$ cat src/rtl/clk_mon_pkg.sv
// rtl/clk_mon_pkg.sv - shared types and defaults for the clock edge monitor
package clk_mon_pkg;

  localparam int CNT_W_DEF = 16;

  typedef enum logic [1:0] {
    IDLE    = 2'd0,
    ARM     = 2'd1,
    MEASURE = 2'd2,
    DONE    = 2'd3
  } state_e;

endpackage

$ cat src/rtl/clk_mon_sync_edge.sv
// rtl/clk_mon_sync_edge.sv - synchronizer chain for the monitored clock plus edge detect
module clk_mon_sync_edge #(
  parameter int SYNC_STAGES = 2
) (
  input  logic clk,
  input  logic rst_n,
  input  logic mon,
  output logic s,
  output logic rise,
  output logic fall
);

  logic [SYNC_STAGES-1:0] sync_q;
  logic                   prev_q;

  always_ff @(posedge clk or negedge rst_n) begin
    if (!rst_n) begin
      sync_q <= '0;
      prev_q <= 1'b0;
    end else begin
      sync_q <= {sync_q[SYNC_STAGES-2:0], mon};
      prev_q <= sync_q[SYNC_STAGES-1];
    end
  end

  assign s    = sync_q[SYNC_STAGES-1];
  assign rise = s & ~prev_q;
  assign fall = ~s & prev_q;

endmodule

$ cat src/rtl/clk_edge_monitor.sv
// rtl/clk_edge_monitor.sv - counts edges and phase widths of an asynchronous clock
module clk_edge_monitor
  import clk_mon_pkg::*;
#(
  parameter int CNT_W       = CNT_W_DEF,
  parameter int SYNC_STAGES = 2,
  parameter int HALF_MIN    = 1,
  parameter int HALF_MAX    = 4,
  parameter int TARGET      = 10,
  parameter int TIMEOUT     = 16
) (
  input  logic             clk,
  input  logic             rst_n,
  input  logic             en_i,
  input  logic             clr_i,
  input  logic             mon_i,
  output logic [CNT_W-1:0] pos_cnt_o,
  output logic [CNT_W-1:0] neg_cnt_o,
  output logic [CNT_W-1:0] high_w_o,
  output logic [CNT_W-1:0] low_w_o,
  output logic             width_err_o,
  output logic             stuck_err_o,
  output logic             done_o,
  output state_e           state_o
);

  localparam logic [CNT_W-1:0] ONE       = {{(CNT_W-1){1'b0}}, 1'b1};
  localparam logic [CNT_W-1:0] MIN_V     = CNT_W'(HALF_MIN);
  localparam logic [CNT_W-1:0] MAX_V     = CNT_W'(HALF_MAX);
  localparam logic [CNT_W-1:0] TARGET_V  = CNT_W'(TARGET);
  localparam logic [CNT_W-1:0] TIMEOUT_V = CNT_W'(TIMEOUT);

  function automatic logic [CNT_W-1:0] sat_inc(input logic [CNT_W-1:0] v);
    return (v == '1) ? v : v + ONE;
  endfunction

  function automatic logic out_of_range(input logic [CNT_W-1:0] w);
    return (w < MIN_V) || (w > MAX_V);
  endfunction

  logic             s, rise, fall;
  state_e           state_q, state_n;
  logic [CNT_W-1:0] run_q;
  logic [CNT_W-1:0] pos_inc;
  logic             measuring;

  clk_mon_sync_edge #(.SYNC_STAGES(SYNC_STAGES)) u_sync (
    .clk  (clk),
    .rst_n(rst_n),
    .mon  (mon_i),
    .s    (s),
    .rise (rise),
    .fall (fall)
  );

  assign pos_inc = sat_inc(pos_cnt_o);
  assign state_o = state_q;

  always_ff @(posedge clk or negedge rst_n) begin
    if (!rst_n) state_q <= IDLE;
    else        state_q <= state_n;
  end

  // clr_i outranks enable and every edge-driven transition
  always_comb begin
    state_n   = state_q;
    measuring = 1'b0;
    if (clr_i) begin
      state_n = en_i ? ARM : IDLE;
    end else if (!en_i) begin
      state_n = IDLE;
    end else begin
      case (state_q)
        IDLE:    state_n = ARM;
        ARM:     if (rise || fall) state_n = MEASURE;
        MEASURE: begin
          measuring = 1'b1;
          if (rise && (pos_inc >= TARGET_V)) state_n = DONE;
        end
        DONE:    state_n = DONE;
        default: state_n = IDLE;
      endcase
    end
  end

  always_ff @(posedge clk or negedge rst_n) begin
    if (!rst_n) begin
      run_q       <= '0;
      pos_cnt_o   <= '0;
      neg_cnt_o   <= '0;
      high_w_o    <= '0;
      low_w_o     <= '0;
      width_err_o <= 1'b0;
      stuck_err_o <= 1'b0;
      done_o      <= 1'b0;
    end else if (clr_i) begin
      run_q       <= '0;
      pos_cnt_o   <= '0;
      neg_cnt_o   <= '0;
      high_w_o    <= '0;
      low_w_o     <= '0;
      width_err_o <= 1'b0;
      stuck_err_o <= 1'b0;
      done_o      <= 1'b0;
    end else begin
      run_q <= (rise || fall) ? ONE : sat_inc(run_q);
      if (measuring) begin
        if (rise) begin
          pos_cnt_o <= pos_inc;
          low_w_o   <= run_q;
          if (out_of_range(run_q)) width_err_o <= 1'b1;
        end
        if (fall) begin
          neg_cnt_o <= sat_inc(neg_cnt_o);
          high_w_o  <= run_q;
          if (out_of_range(run_q)) width_err_o <= 1'b1;
        end
        if (run_q >= TIMEOUT_V) stuck_err_o <= 1'b1;
      end
      if (state_n == DONE) done_o <= 1'b1;
    end
  end

endmodule
$ cat config.mk
export PLATFORM = sky130hd
export DESIGN_NAME = clk_edge_monitor
export DESIGN_NICKNAME = d
export VERILOG_FILES = /design/src/rtl/clk_mon_pkg.sv /design/src/rtl/clk_mon_sync_edge.sv /design/src/rtl/clk_edge_monitor.sv
export SDC_FILE = /design/constraint.sdc
export NUM_CORES = 1
export LEC_CHECK = 0
export BUFFER_PORTS_ARGS = -buffer_cell sky130_fd_sc_hd__buf_2
export CAP_MARGIN = 30
export CELL_PAD_IN_SITES_DETAIL_PLACEMENT = 0
export CELL_PAD_IN_SITES_GLOBAL_PLACEMENT = 2
export CORE_MARGIN = 2
export CORE_UTILIZATION = 30
export CTS_CLUSTER_DIAMETER = 40
export CTS_CLUSTER_SIZE = 28
export DETAILED_ROUTE_END_ITERATION = 6
export PLACE_DENSITY_LB_ADDON = 0.1
export SETUP_SLACK_MARGIN = 0.02
export SYNTH_ARGS = -nofsm -noshare
export SYNTH_HDL_FRONTEND = slang
export SYNTH_SLANG_ARGS = --single-unit
export TNS_END_PERCENT = 20
$ cat constraint.sdc
create_clock -name clk -period 2.9 [get_ports clk]
set_clock_uncertainty 0.15 [all_clocks]
set_input_delay 0.58 -clock clk [delete_from_list [all_inputs] [get_ports clk]]
set_output_delay 0.58 -clock clk [all_outputs]
set_load 0.01 [all_outputs]
======== Word-level counts from Yosys, hierarchy flattened ========
Index checks and enable logic that the tools add are counted.
word-level totals
  register bits after elaboration ......... 88
  bits of input ports ..................... 5
  output and inout bits ................... 69
  word-level logic and storage cells ...... 81
operators by class
  add/subtract/negate cells ............... 3
  magnitude comparators ................... 4
  equality and inequality tests ........... 9
  multiplexer cells ....................... 37
  bitwise operators ....................... 4
  reductions and logical operators ........ 13
operators with widths
  operator               count
  $mux 16                17
  $add 16x1->16 const B  3
  $eq 16x16->1 const B   3
  $ge 16x4->1 const B    1
  $ge 16x5->1 const B    1
  $gt 16x3->1 const B    1
  $lt 16x1->1 const B    1
  $mux 1                 15
  $reduce_bool 2->1      5
  $mux 2                 4
  $pmux 2 s4             1
  $eq 2x2->1 const B     3
  $reduce_and 2->1       3
  $ne 3x3->1 const B     1
  $reduce_and 3->1       1
  $and 1x1->1            2
  $eq 2x1->1 const B     1
  $logic_not 2->1        1
  $logic_or 1x1->1       2
  $ne 2x2->1 const B     1
  $not 1->1              2
  $logic_and 1x1->1      1

======== Logic depth before layout (Yosys ltp) ========
  word-level depth ........................ 11
  depth in mapped cells ................... 9
  gate-level depth less buffers ........... 8

======== Cells and area by module ========
A second synthesis with hierarchy kept.
unflattened totals
  cells, all modules ...................... 461
  area, all modules ....................... 4,411.7 um2
modules (own cells, without submodules)
  module             instances  cells each  area each (um2)  seq. area each (um2)
  clk_edge_monitor   1          456         4,321.6          2,127.0
  clk_mon_sync_edge  1          5           90.1             75.1

======== Worst setup path after synthesis ========
OpenSTA, ideal clock, no wires.
  kind .................................... register to register
  start ................................... register pos_cnt_o[0]
  end ..................................... register done_o
  setup time .............................. 132 ps
  arrival ................................. 2,024 ps
  required time ........................... 2,618 ps
  setup slack ............................. 593 ps
  cell stages (with the launch flop) ...... 9
  buffers on the path ..................... 1
  clock period less this slack ............ 2,307 ps
  cell sequence ........................... dfrtp_1 > ha_1 > and3_1 > buf_6 > nand3_4 > a2111oi_4 > nand4_1 > a2111oi_2 > o2bb2ai_1
on the way
  longest elaborated chain between the ends .. 10
  elaborated cells on any way between the ends .. 11
  those cells by class .................... add/sub (1); order compare (1); eq/ne (2); mux (5); reduce/logical (2)
ends and longest elaborated chain
  what                                           RTL line                 text
  from (decl)                                    clk_edge_monitor.sv:17   output logic [CNT_W-1:0] pos_cnt_o,
  from (signal assigned)                         clk_edge_monitor.sv:109  pos_cnt_o <= pos_inc;
  $add 16x1->16 or $eq 16x16->1 (tied branches)  clk_edge_monitor.sv:34   return (v == '1) ? v : v + ONE;
  $mux 16 *                                      clk_edge_monitor.sv:34
  $ge 16x4->1 *                                  clk_edge_monitor.sv:78   if (rise && (pos_inc >= TARGET_V)) state_n = DONE;
  $logic_and 1x1->1 *                            clk_edge_monitor.sv:78
  $mux 2 *                                       clk_edge_monitor.sv:78
  $pmux 2 s4 *                                   clk_edge_monitor.sv:73   case (state_q)
  $mux 2 *                                       clk_edge_monitor.sv:70   end else if (!en_i) begin
  $mux 2 *                                       clk_edge_monitor.sv:68   if (clr_i) begin
  $eq 2x2->1 *                                   clk_edge_monitor.sv:120  if (state_n == DONE) done_o <= 1'b1;
  $reduce_bool 2->1 (no line) *                  --
  to (signal assigned)                           clk_edge_monitor.sv:95   done_o <= 1'b0;
  to (signal assigned)                           clk_edge_monitor.sv:104  done_o <= 1'b0;
  to (signal assigned)                           clk_edge_monitor.sv:120
  to (decl)                                      clk_edge_monitor.sv:23   output logic done_o,
Mark *: on every way between the ends. The rest lies on a longest branch, timed or not.
A chain may end at the register's enable or synchronous reset.

======== Worst setup path after layout ========
Ends and elaborated chain as after synthesis.

==> results by group <==
Clock tree
  – H-tree depth: 3
  – CTS tree: yes
  – Root Buffer: clkbuf_16
  – Clk buf depth: 2
  – CTS-repair resized insts: 0
  – TritonCTS buffer count: 9
  – Num Clock Sinks: 88
  – Postcts setup bufs: 0
  – CTS clk-pin slew, worst paths: around 0.070 ns
  – Skew-Pair Late Insertion Delay: approximately 0.35 ns
  – Post-cts hold buffer count: 0

STA
  – RSZ-0062 raised after global routing: no
  – Final setup vio count: 0
  – Crit path time final: 2.60 ns
  – Part of the cycle the worst path needs: between 80 and 90%
  – Max-slew violation count: 0
  – Worst setup margin: 0.298 ns
  – Final hold vios: 0
  – Total negative slack: 0 ns
  – Maximum clock rate: just under 0.4 GHz
  – Worst-Margin Slew: about 0.66 ns
  – Slew HR: 55.9%

Logic synthesis
  – Syn. warnings: 0
  – Top_reg_cell synth: dfrtp_1
  – Cells after Synth: 504
  – EDFF count, synth: 0
  – Net count after synthesis: between 500 and 600
  – Async set-reset flop share out of synthesis: 100%
  – Post-synthesis cell type count: 55
  – Seq/Total Area, Yosys: 48.3%
  – Cell Area, Synth: ~4600 µm²
  – Number of synthesized register bits: just under 90
  – Syn avg cell area: between 9 and 10 µm²

Power
  – Power per Cell Area: 472 nW/µm²
  – Int Power: slightly below 2000 µW
  – Clk pwr share: 47.5%
  – Leak: 0.00249 µW
  – Sequential Power Share: a little under 50%
  – Psw: 582 µW
  – VDD IR max: ~0.25 mV
  – Combinational share of power: ~3.8%
  – Switching Fraction: a little under a quarter

Layout
  – Share of cells above drive strength 1: around 20%
  – Nets: between 500 and 600
  – Post-Layout Cell Count: between 700 and 800
  – Layout area overhead: 19.0%

Global route
  – GR Util met1: 23.6%
  – Largest net degree at the start of global routing: 46
  – Busiest layer in global routing: met1
  – Initial antenna violation count: 1
  – Grt ovf: 0
  – First-pass GRT wire length: approximately 21,000 µm
  – GRT Util Overall: roughly 16%
  – Vias in the first global route: about 3,800
  – GRT met3 Usage: ~3.4%
  – Met2 Use GR: between 20% and 30%

Routing
  – Routed wire per std cell: about 16 µm
  – DR vias: ~3,800
  – Initial DRC count: ~210
  – Drt pass-1 iters: 4
  – DRC errors left: 0
  – Vias per cell: 5.03
  – Remaining antenna violation count: 0
  – Final wirelength: 12,500 µm

Setup path
  – Crit path max fanout: 8
  – Reg2reg setup slack: between 0.2 and 0.3 ns
  – Largest stage delay on the critical path: about 0.48 ns
  – Worst r2r src: pos_cnt_o[0]
  – Slowest CP cell: dfrtp_1
  – Crit-path cells: ha_1, and3_1, nand3_4, a2111oi_4, nand4_1, a2111oi_2, o2bb2ai_1
  – CP Launch Type: register
  – Worst Path Arrival: approximately 2.7 ns
  – Crit path buffers/inverters: 0
  – Worst r2r dst: done_o
  – Setup crit end kind: register
  – Worst Setup SP: pos_cnt_o[0]
  – Critical path depth: 7
  – Worst path required time: approximately 3 ns
  – CP Capture Point: done_o
  – FF-to-FF path depth: 7
  – Critical path type: reg -> reg
  – Family with the most delay on the worst path: compound AO/OA/AOI/OAI gates

Run
  – Max Cap Viol: 0

Floorplanning
  – Die width: between 100 and 150 µm
  – Die H: about 130 µm
  – Die Footprint: 16,200 µm²
  – Core region area: 15,000 µm²
  – Initial Util: between 30 and 40%
  – Num ports: 74
  – Num rows: 45

Place
  – Input/output buffers: 73
  – Gpl congestion: 0.761
  – Dpl ws: roughly 0.29 ns
  – Dpl cells: approximately 740
  – DP HPWL: around 8500 µm

Hold path
  – Hold WC Path Type: in -> async

Run status
  – Status: complete, no violations
## metrics by stage
stage	instance area, µm²	hold slack [ns]	utilization (%)	total power [µW]
after floorplan	4560	0.134	-	1310
after global placement	5100	0.183	33.9	1370
final	5430	0.00663	36.1	2560
after CTS	5420	0.0155	36.1	2620
after global routing	5420	0.0308	36.1	2690
after detailed placement	5110	0.186	34.0	1370
## power groups by stage
stage / Sequential (µW) / Combinational (µW) / Clock [µW]
3_3_place_gp: 1270 / 101 / 0
4_1_cts: 1240 / 103 / 1270
2_1_floorplan: 1260 / 46.9 / 0
5_1_grt: 1240 / 113 / 1330
6_report: 1240 / 97.7 / 1220
3_5_place_dp: 1270 / 103 / 0
## worst reg2reg max path: stages (launching register included)
cell       delay [ns]
dfrtp_1          0.48
ha_1             0.34
and3_1           0.39
nand3_4          0.12
a2111oi_4        0.30
nand4_1          0.15
a2111oi_2        0.44
o2bb2ai_1        0.12
## cells in the mapped netlist, types with 2 or more instances
| cell type | number | share of area (%) |
|---|---|---|
| a21boi_0 | 2 | 0.33 |
| a21oi_1 | 43 | 4.7 |
| a311oi_1 | 2 | 0.38 |
| a31oi_1 | 6 | 0.82 |
| and3_1 | 7 | 0.96 |
| and4_1 | 6 | 1.2 |
| buf_1 | 2 | 0.16 |
| buf_2 | 11 | 1.2 |
| buf_4 | 2 | 0.33 |
| buf_6 | 2 | 0.49 |
| clkbuf_1 | 17 | 1.4 |
| clkbuf_2 | 3 | 0.33 |
| dfrtp_1 | 88 | 48 |
| ha_1 | 7 | 1.9 |
| inv_1 | 12 | 0.99 |
| mux2i_1 | 5 | 1.1 |
| nand2_1 | 89 | 7.3 |
| nand3_1 | 21 | 2.3 |
| nand4_1 | 21 | 2.9 |
| nand4_2 | 2 | 0.55 |
| nor2_1 | 57 | 4.7 |
| nor2b_1 | 3 | 0.41 |
| nor3_1 | 11 | 1.2 |
| nor4_1 | 9 | 1.2 |
| o2111ai_1 | 2 | 0.38 |
| o21a_1 | 2 | 0.33 |
| o21ai_0 | 7 | 0.77 |
| o31ai_1 | 2 | 0.33 |
| o41ai_1 | 2 | 0.38 |
| or3_1 | 2 | 0.27 |
| xnor2_1 | 12 | 2.3 |
| xor2_1 | 24 | 4.6 |
## logic make-up after synthesis
group	after synthesis	synth area share, %
buffers and inverters	50	5.21
adder cells (fa/ha/maj)	7	1.92
multiplexers	6	1.34
AO/OA/AOI/OAI	78	10.9
flip-flops	88	48.3
AND/OR/NAND/NOR	239	25.4
XOR/XNOR	36	6.91
## flip-flops by register name, indices dropped and copies added (netlist names)
| signal | cells |
|---|---|
| high_w_o | 16 |
| low_w_o | 16 |
| neg_cnt_o | 16 |
| pos_cnt_o | 16 |
| run_q | 16 |
| state_o | 2 |
| u_sync.sync_q | 2 |
| done_o | 1 |
| stuck_err_o | 1 |
| u_sync.prev_q | 1 |
| width_err_o | 1 |
## per-layer routing
layer,routed length (µm),share of wire (%)
met5,0,0
met4,221,1.8
met3,547,4.4
met2,5370,43
met1,6310,51
## layout make-up
cell class | count | area, µm²
inverters | 12 | 45.0
repair buffers | 90 | 512
well taps | 188 | 235
fillers | 1584 | 9610
diodes | 1 | 2.50
clock buffers | 12 | 256
flip-flops and latches | 88 | 2200
multi-input cells | 366 | 2120
clock inverters | 4 | 51.3
## worst min path at each step
| stage | slack [ns] | endpoint |
|---|---|---|
| floorplan | 0.13 | done_o |
| global placement | 0.18 | u_sync.sync_q[1] |
| detailed placement | 0.19 | u_sync.sync_q[1] |
| CTS | 0.02 | pos_cnt_o[10] |
| global route | 0.03 | pos_cnt_o[10] |
| finish | 0.007 | pos_cnt_o[10] |
## cells in the final DEF (no fill, tap or decap), types with 2 or more instances in the layout
cell       Yosys  layout
buf_4          2      16
a31oi_1        6       6
o21a_1         2       2
xor2_1        24      24
nor2b_1        3       3
dfrtp_1       88      88
o2111ai_1      2       2
nor4_1         9       9
nand3_1       21      21
o31ai_1        2       2
buf_2         11      72
nor3_1        11      11
nor2_1        57      57
and4_1         6       6
o21ai_0        7       7
o41ai_1        2       2
inv_1         12      12
clkbuf_16      0       9
xnor2_1       12      12
ha_1           7       7
clkbuf_8       1       2
nand4_1       21      21
nand2_1       89      89
nand4_2        2       2
mux2i_1        5       5
and3_1         7       7
or3_1          2       2
a311oi_1       2       2
a21boi_0       2       2
a21oi_1       43      43
Power figures use the tool's default switching activity.
